[config.mk]
export PLATFORM = sky130hd
export DESIGN_NAME = lcd_rx_capture_flat
export DESIGN_NICKNAME = d
export VERILOG_FILES = /design/src/rtl/lcd_rx_capture_pkg.sv /design/src/rtl/lcd_rx_capture_if.sv /design/src/rtl/lcd_rx_capture_sync_fifo.sv /design/src/rtl/lcd_rx_capture.sv /design/src/flat_wrapper.sv
export SDC_FILE = /design/constraint.sdc
export NUM_CORES = 1
export LEC_CHECK = 0
export ABC_AREA = 1
export BUFFER_PORTS_ARGS = -buffer_cell sky130_fd_sc_hd__buf_2
export CORE_MARGIN = 5
export CORE_UTILIZATION = 25
export DETAILED_ROUTE_END_ITERATION = 16
export SYNTH_ARGS = -nofsm -noshare
export SYNTH_HDL_FRONTEND = slang
export SYNTH_SLANG_ARGS = --single-unit
export TNS_END_PERCENT = 50
[constraint.sdc]
create_clock -name lcd_clk -period 2.3 [get_ports lcd_clk]
set_clock_uncertainty 0.05 [all_clocks]
set_input_delay 0.115 -clock lcd_clk [delete_from_list [all_inputs] [get_ports lcd_clk]]
set_output_delay 0.115 -clock lcd_clk [all_outputs]
set_load 0.02 [all_outputs]
[src/rtl/lcd_rx_capture_pkg.sv]
// Shared types for the LCD receive capture path: default panel geometry,
// FSM state encoding, FIFO word layout and the RGB888 -> RGB565 packer.
package lcd_rx_capture_pkg;

   localparam int H_ACTIVE_DEF = 480;
   localparam int V_ACTIVE_DEF = 272;
   localparam int PIX_W        = 18;

   typedef enum logic [1:0] {
      ST_IDLE    = 2'd0,
      ST_CAPTURE = 2'd1,
      ST_SKIP    = 2'd2
   } state_t;

   // One FIFO entry: frame/line markers travel with the pixel.
   typedef struct packed {
      logic        sof;
      logic        eol;
      logic [15:0] data;
   } pix_t;

   // Truncating pack: {R[7:3], G[7:2], B[7:3]}.
   function automatic logic [15:0] pack565(input logic [23:0] rgb);
      return {rgb[23:19], rgb[15:10], rgb[7:3]};
   endfunction

endpackage

[src/rtl/lcd_rx_capture_if.sv]
// Pixel write stream toward the frame RAM write side.
// master: valid/data/sof/eol out, ready in.  slave: the reverse.
interface lcd_rx_capture_if;

   logic        valid;
   logic        ready;
   logic [15:0] data;
   logic        sof;
   logic        eol;

   modport master (
      output valid,
      output data,
      output sof,
      output eol,
      input  ready
   );

   modport slave (
      input  valid,
      input  data,
      input  sof,
      input  eol,
      output ready
   );

endinterface

[src/rtl/lcd_rx_capture_sync_fifo.sv]
// Show-ahead synchronous FIFO; head word visible while !empty, 0 when empty.
// Ports: clk, rst_n (sync, low), wr_en/wr_data, rd_en, rd_data, full, empty.
module lcd_rx_capture_sync_fifo #(
   parameter int WIDTH = 18,
   parameter int DEPTH = 16
) (
   input  logic             clk,
   input  logic             rst_n,
   input  logic             wr_en,
   input  logic [WIDTH-1:0] wr_data,
   input  logic             rd_en,
   output logic [WIDTH-1:0] rd_data,
   output logic             full,
   output logic             empty
);

   localparam int AW = $clog2(DEPTH);

   logic [WIDTH-1:0] mem [DEPTH];
   logic [AW-1:0]    wr_ptr;
   logic [AW-1:0]    rd_ptr;
   logic [AW:0]      cnt;

   always_ff @(posedge clk) begin
      if (wr_en) begin
         mem[wr_ptr] <= wr_data;
      end
   end

   always_ff @(posedge clk) begin
      if (!rst_n) begin
         wr_ptr <= '0;
         rd_ptr <= '0;
         cnt    <= '0;
      end else begin
         if (wr_en) begin
            wr_ptr <= wr_ptr + 1'b1;
         end
         if (rd_en) begin
            rd_ptr <= rd_ptr + 1'b1;
         end
         unique case ({wr_en, rd_en})
            2'b10:   cnt <= cnt + 1'b1;
            2'b01:   cnt <= cnt - 1'b1;
            default: cnt <= cnt;
         endcase
      end
   end

   assign full    = (cnt == (AW+1)'(DEPTH));
   assign empty   = (cnt == '0);
   assign rd_data = empty ? '0 : mem[rd_ptr];

endmodule

[src/rtl/lcd_rx_capture.sv]
// LCD RGB receiver: samples hs/vs/de/rgb, packs active pixels to RGB565
// with sof/eol markers into a FIFO and streams them out on ram_wr.
// Ports: lcd_clk, rst_n (sync, low), lcd_hs/vs/de/rgb in; ram_wr (master);
// frame_cnt (VS edges), overflow (sticky drop), geom_err (pulse).
// Optional: LCD_RX_GEOM_CHECK_EN builds the line/frame size checkers.
module lcd_rx_capture
   import lcd_rx_capture_pkg::*;
#(
   parameter int H_ACTIVE   = H_ACTIVE_DEF,
   parameter int V_ACTIVE   = V_ACTIVE_DEF,
   parameter int FIFO_DEPTH = 16,
   parameter int SYNC_POL   = 0
) (
   input  logic              lcd_clk,
   input  logic              rst_n,
   input  logic              lcd_hs,
   input  logic              lcd_vs,
   input  logic              lcd_de,
   input  logic [23:0]       lcd_rgb,
   lcd_rx_capture_if.master  ram_wr,
   output logic [7:0]        frame_cnt,
   output logic              overflow,
   output logic              geom_err
);

   localparam int XW = (H_ACTIVE > 1) ? $clog2(H_ACTIVE) : 1;
   localparam int YW = $clog2(V_ACTIVE + 1) + 1;
   localparam logic [XW-1:0] X_LAST = XW'(H_ACTIVE - 1);
   localparam logic VS_ON = (SYNC_POL != 0);

   logic        vs_s1;
   logic        vs_s2;
   logic        de_s1;
   logic        de_s2;
   logic        hs_s1_unused;
   logic [15:0] rgb_s1;
   logic        vs_edge;
   logic        de_fall;

   logic [XW-1:0] x_q;
   logic [YW-1:0] y_q;

   state_t state_q;
   state_t state_d;

   logic p_vld;
   pix_t p_pix;
   pix_t head;
   logic cap;
   logic push;
   logic drop;
   logic pop;
   logic full;
   logic empty;

   // vs is stored as "asserted" so the edge logic is polarity-free.
   always_ff @(posedge lcd_clk) begin
      if (!rst_n) begin
         vs_s1        <= 1'b0;
         vs_s2        <= 1'b0;
         de_s1        <= 1'b0;
         de_s2        <= 1'b0;
         hs_s1_unused <= 1'b0;
         rgb_s1       <= '0;
      end else begin
         vs_s1        <= (lcd_vs == VS_ON);
         vs_s2        <= vs_s1;
         de_s1        <= lcd_de;
         de_s2        <= de_s1;
         hs_s1_unused <= lcd_hs;
         rgb_s1       <= pack565(lcd_rgb);
      end
   end

   assign vs_edge = vs_s1 & ~vs_s2;
   assign de_fall = de_s2 & ~de_s1;

   // y saturates so an overlong frame never aliases back to sof.
   always_ff @(posedge lcd_clk) begin
      if (!rst_n) begin
         x_q       <= '0;
         y_q       <= '0;
         frame_cnt <= '0;
      end else if (vs_edge) begin
         x_q       <= '0;
         y_q       <= '0;
         frame_cnt <= frame_cnt + 8'd1;
      end else if (de_s1) begin
         x_q <= (x_q == X_LAST) ? '0 : x_q + 1'b1;
      end else if (de_fall) begin
         x_q <= '0;
         y_q <= (&y_q) ? y_q : y_q + 1'b1;
      end
   end

   // Pixel stage: tagged pixel waits one cycle before the FIFO write.
   always_ff @(posedge lcd_clk) begin
      if (!rst_n) begin
         p_vld <= 1'b0;
         p_pix <= '0;
      end else begin
         p_vld      <= de_s1 && (state_q == ST_CAPTURE);
         p_pix.sof  <= (x_q == '0) && (y_q == '0);
         p_pix.eol  <= (x_q == X_LAST);
         p_pix.data <= rgb_s1;
      end
   end

   // A pop in the same cycle frees the slot, so full alone is no drop.
   assign pop  = ram_wr.ready && !empty;
   assign cap  = p_vld && (state_q == ST_CAPTURE);
   assign push = cap && (!full || pop);
   assign drop = cap && full && !pop;

   always_ff @(posedge lcd_clk) begin
      if (!rst_n) begin
         state_q <= ST_IDLE;
      end else begin
         state_q <= state_d;
      end
   end

   always_comb begin
      state_d = state_q;
      unique case (state_q)
         ST_IDLE: begin
            if (vs_edge) state_d = ST_CAPTURE;
         end
         ST_CAPTURE: begin
            if (vs_edge)   state_d = ST_CAPTURE;
            else if (drop) state_d = ST_SKIP;
         end
         ST_SKIP: begin
            if (vs_edge) state_d = ST_CAPTURE;
         end
         default: state_d = ST_IDLE;
      endcase
   end

   always_ff @(posedge lcd_clk) begin
      if (!rst_n) begin
         overflow <= 1'b0;
      end else if (drop) begin
         overflow <= 1'b1;
      end
   end

   lcd_rx_capture_sync_fifo #(
      .WIDTH (PIX_W),
      .DEPTH (FIFO_DEPTH)
   ) u_fifo (
      .clk     (lcd_clk),
      .rst_n   (rst_n),
      .wr_en   (push),
      .wr_data (p_pix),
      .rd_en   (pop),
      .rd_data (head),
      .full    (full),
      .empty   (empty)
   );

   assign ram_wr.valid = !empty;
   assign ram_wr.data  = head.data;
   assign ram_wr.sof   = head.sof;
   assign ram_wr.eol   = head.eol;

`ifdef LCD_RX_GEOM_CHECK_EN
   localparam int LW = $clog2(H_ACTIVE + 1) + 1;
   localparam logic [LW-1:0] H_LEN   = LW'(H_ACTIVE);
   localparam logic [YW:0]   V_LINES = (YW+1)'(V_ACTIVE);

   logic [LW-1:0] pix_cnt;
   logic [YW:0]   lines;
   logic          seen_vs;
   logic          geom_q;
   logic          line_bad;
   logic          frame_bad;

   // A line ending on the VS edge cycle has not reached y yet.
   assign lines     = {1'b0, y_q} + {{YW{1'b0}}, de_fall};
   assign line_bad  = de_fall && (pix_cnt != H_LEN);
   assign frame_bad = vs_edge && seen_vs && (lines != V_LINES);

   always_ff @(posedge lcd_clk) begin
      if (!rst_n) begin
         pix_cnt <= '0;
         seen_vs <= 1'b0;
         geom_q  <= 1'b0;
      end else begin
         geom_q <= line_bad | frame_bad;
         if (vs_edge) begin
            seen_vs <= 1'b1;
         end
         if (de_fall || vs_edge) begin
            pix_cnt <= '0;
         end else if (de_s1) begin
            pix_cnt <= (&pix_cnt) ? pix_cnt : pix_cnt + 1'b1;
         end
      end
   end

   assign geom_err = geom_q;
`else
   assign geom_err = 1'b0;
`endif

endmodule

[src/flat_wrapper.sv]
// flat-port wrapper written by rule: the top's interface ports become plain ports
module lcd_rx_capture_flat import lcd_rx_capture_pkg::*;
#(
   parameter int H_ACTIVE   = H_ACTIVE_DEF,
   parameter int V_ACTIVE   = V_ACTIVE_DEF,
   parameter int FIFO_DEPTH = 16,
   parameter int SYNC_POL   = 0
)
  (lcd_clk, rst_n, lcd_hs, lcd_vs, lcd_de, lcd_rgb, frame_cnt, overflow, geom_err, ram_wr_valid, ram_wr_data, ram_wr_sof, ram_wr_eol, ram_wr_ready);
  lcd_rx_capture_if ram_wr_i ();
  input  logic lcd_clk;
  input  logic rst_n;
  input  logic lcd_hs;
  input  logic lcd_vs;
  input  logic lcd_de;
  input  logic [23:0] lcd_rgb;
  output logic [7:0] frame_cnt;
  output logic overflow;
  output logic geom_err;
  output wire logic [$bits(ram_wr_i.valid)-1:0] ram_wr_valid;
  output wire logic [$bits(ram_wr_i.data)-1:0] ram_wr_data;
  output wire logic [$bits(ram_wr_i.sof)-1:0] ram_wr_sof;
  output wire logic [$bits(ram_wr_i.eol)-1:0] ram_wr_eol;
  input wire logic [$bits(ram_wr_i.ready)-1:0] ram_wr_ready;
  assign ram_wr_valid = ram_wr_i.valid;
  assign ram_wr_data = ram_wr_i.data;
  assign ram_wr_sof = ram_wr_i.sof;
  assign ram_wr_eol = ram_wr_i.eol;
  assign ram_wr_i.ready = ram_wr_ready;
  lcd_rx_capture #(.H_ACTIVE(H_ACTIVE), .V_ACTIVE(V_ACTIVE), .FIFO_DEPTH(FIFO_DEPTH), .SYNC_POL(SYNC_POL)) u_core (.lcd_clk(lcd_clk), .rst_n(rst_n), .lcd_hs(lcd_hs), .lcd_vs(lcd_vs), .lcd_de(lcd_de), .lcd_rgb(lcd_rgb), .ram_wr(ram_wr_i), .frame_cnt(frame_cnt), .overflow(overflow), .geom_err(geom_err));
endmodule
==> impl_results.md <==
- Slew Limit Headroom: 48.15%
- Mapped Cells: 1260
- DR WL/cell: between 15 and 20 microns
- Final nets: 1410
- Final hold violations: 0
- Vias: 10050
- Hold slack: 219.3 ps
- Total GRT Usage: 11.45%
- Worst R2R Path Depth: 13
- Top FF cell, synth: edfxtp_1
- Die H: 252.5 microns
- Hold_sp: lcd_vs
- Status: finished, violations left
- Placed cell count: 2050
- Post-Syn Area: approximately 15000 sq um
- WHS Path Cells: 3
- TritonCTS clock tree: yes
- Clock sinks: 374
- Crit path DAT: 2200 ps
- Fin crit period: 2364 ps
- Share of layout cells above drive strength 1: 16.62%
- Hold Crit Endpoint: u_core.vs_s1
- Worst path slowest cell: dfxtp_4
- Reg-to-Reg Start: u_core.u_fifo.cnt[2]
- Pins Over Slew Limit: 0
- Clock-pin slew on the worst setup and hold paths: 60 ps
- Core Region: 57920 sq um
- Synth area leaders: edfxtp_1 (59%), dfxtp_1 (12%), o21ai_0 (5.4%)
- Synth Register Bits: 374
- Final Cycle Share: 102.8%
- Syn_area_per_cell: 11.66 sq um
- Leakage: 0.006445 uW
- Antenna violations before repair: 1
- Post-synth ARST share: 0%
- Area leader, netlist: edfxtp_1
- H-tree depth: 2
- Worst Path Required: between 2000 and 2500 ps
- Cell repeated most along the worst path: buf_4
- Post-Layout Cell Count: 2162
- Final GP Congestion: about 0.75
- Worst vdd ir: about 760 uV
- RSZ-0062 raised after global routing: yes
- Detailed placer's ending HPWL: 21120 microns
- TritonCTS Buffers: 38
- Clock Latency Late Sink: between 500 and 600 ps
- Hold WC Path Type: in -> reg
- Top-area cell type share of the netlist area: 58.85%
- Crit end category: output port
- R2R Setup Slk: 300 ps
- Vias per cell: between 4 and 5
- Die area: 63740 sq um
- Total gr overflow: 0
- Most frequent cells in the layout: edfxtp_1 (288), nor2_1 (193), o21ai_0 (134)
- Crit Reg-Reg Endpoint: u_core.u_fifo.cnt[2]
- Worst setup margin: -63.97 ps
- Initial core utilization: 25.38%
- Port bufs: 48
- Syn Nets: 1301
- CP Cell Sequence: clkinv_8, buf_12, buf_4, o21ai_0, o221ai_1, nand3_1, a21oi_2, buf_4
- Max Fclk: roughly 420 MHz
- # rows: 88
- Overall Power: 19890 uW
- Number of global-route vias before repair: 9750
- Peak fanout along the critical path: 12
- Most common cell after layout, fill and taps aside: edfxtp_1
- DR pass1 iterations: 5
- I/O pin total: 59
- Syn-to-layout area delta: 24.26%
- Post-synthesis sequential area ratio: a little over two thirds
- Slowest stage delay, CP: a little over 400 ps
- Total Wirelength: 37800 microns
- Initial DRC count: 1169
- PwrDens: around 1100 nW/um^2
- Slew @ Worst Pin: 777.8 ps
- Die X: 252.5 microns
- Startpoint types: flop
- Clock Path Buffers: 3
- Ys Warns: 0
- Critical Setup Path Class: reg -> out
- Max Cap Viol: 0
- Final setup vio count: 13
- DRT antenna net count: 0
- Finished Cell Area: 18260 sq um
- Library cells used by synthesis: 43
- Failing checks: negative setup slack
- Clk root buf: clkbuf_16
- DRC violations left: 0
- Largest net degree at the start of global routing: between 40 and 50
- Number of synthesized flops with an enable pin: 288
- DP Area: 16210 sq um
- First-pass GRT wire length: between 50000 and 60000 microns
==> where the power goes <==
group | internal (uW) | switching (uW) | total (uW)
sequential | 7370 | 234 | 7610
clock | 3260 | 2530 | 5790
combinational | 2650 | 3840 | 6490
total | 13300 | 6600 | 19900
==> worst max path at each step <==
| stage | startpoint | to | slack [ps] | cells past startpoint |
|---|---|---|---|---|
| finish | flop | ram_wr_eol | -60 | 8 |
| global route | flop | ram_wr_data[12] | -160 | 10 |
| CTS | flop | ram_wr_data[9] | -70 | 10 |
| detailed placement | flop | ram_wr_data[13] | 250 | 7 |
| global placement | flop | ram_wr_data[13] | 270 | 7 |
| floorplan | u_core.state_q[0] | u_core.u_fifo.mem[11][0] | 120 | 4 |
==> cell families (layout without fill, tap and decap cells) <==
group,after synthesis,in the layout,synth area share [%]
and+or+nand+nor,405,405,11.77
AOI/OAI and AO/OA,300,300,11.94
other,1,2,0.02552
adders and majority gates,11,11,0.9365
DFF,374,374,70.56
xor gates and xnor gates,4,4,0.2384
buffers and inverters,165,301,4.521
==> flip-flops by register name (all words and copies together) (netlist names), named ones only <==
signal	cells
u_core.u_fifo.rd_ptr	4
u_core.overflow	1
u_core.rgb_s1	16
u_core.p_pix	18
u_core.u_fifo.cnt	5
u_core.de_s2	1
u_core.p_vld	1
u_core.state_q	2
u_core.y_q	10
u_core.de_s1	1
u_core.vs_s1	1
u_core.x_q	9
u_core.u_fifo.mem	288
u_core.u_fifo.wr_ptr	4
u_core.frame_cnt	8
u_core.vs_s2	1
==> timing repair <==
item / 4_1_cts / 5_1_grt
endpoints found under the hold margin: 29 / 0
pin swaps: 17 / 13
gates resized for setup: 86 / 24
cloned: 8 / 2
setup buffers: 10 / 4
endpoints found under the setup margin: 18 / 18
hold buffers: 21 / 0
==> per-layer routing <==
layer / GRT usage [%] / routed length (microns) / share of wire (%) / up-vias
met3: 3.005 / 3238 / 8.6 / 55
met4: 2.621 / 626 / 1.7 / 0
met2: 17.60 / 16820 / 44 / 358
met5: 0 / 0 / 0 / -
li1: - / - / - / 4730
met1: 16.28 / 17110 / 45 / 4903
==> through the flow <==
step,worst slack [ps],TNS (ps),util [%]
floorplan,116.4,0,-
global placement,273.4,0,27.99
detailed placement,248.9,0,27.99
CTS,-69.82,-712.0,31.34
global route,-161.6,-2299,31.53
finish,-63.97,-288.5,31.53
==> cell usage after synthesis, drive strengths merged, types with 2 or more instances <==
master  number
a211oi       4
a21oi       43
a31oi        2
buf         25
clkbuf      42
clkinv       4
dfxtp       86
edfxtp     288
ha          11
inv         94
nand2      108
nand3       48
nand4       15
nor2       218
nor3        11
nor4         2
o211ai       3
o21ai      172
o221ai      52
o22ai       20
xor2         3
==> final cells by class <==
class / count / area (sq um)
clock buffers: 53 / 1028
multi-input cells: 721 / 3820
repair buffers: 136 / 1567
diodes: 1 / 2.502
clock inverters: 14 / 116.4
flip-flops and latches: 374 / 10380
fillers: 5821 / 39650
well taps: 765 / 957.2
inverters: 98 / 392.9
==> worst max-delay path: cells and delay by family, from the launching register on <==
| kind | cells | cell delay [ps] |
|---|---|---|
| compound gates | 3 | 550 |
| buf+inv | 4 | 550 |
| flops | 1 | 410 |
| simple gates | 1 | 140 |
No activity file was read; power rests on OpenSTA's default activity.
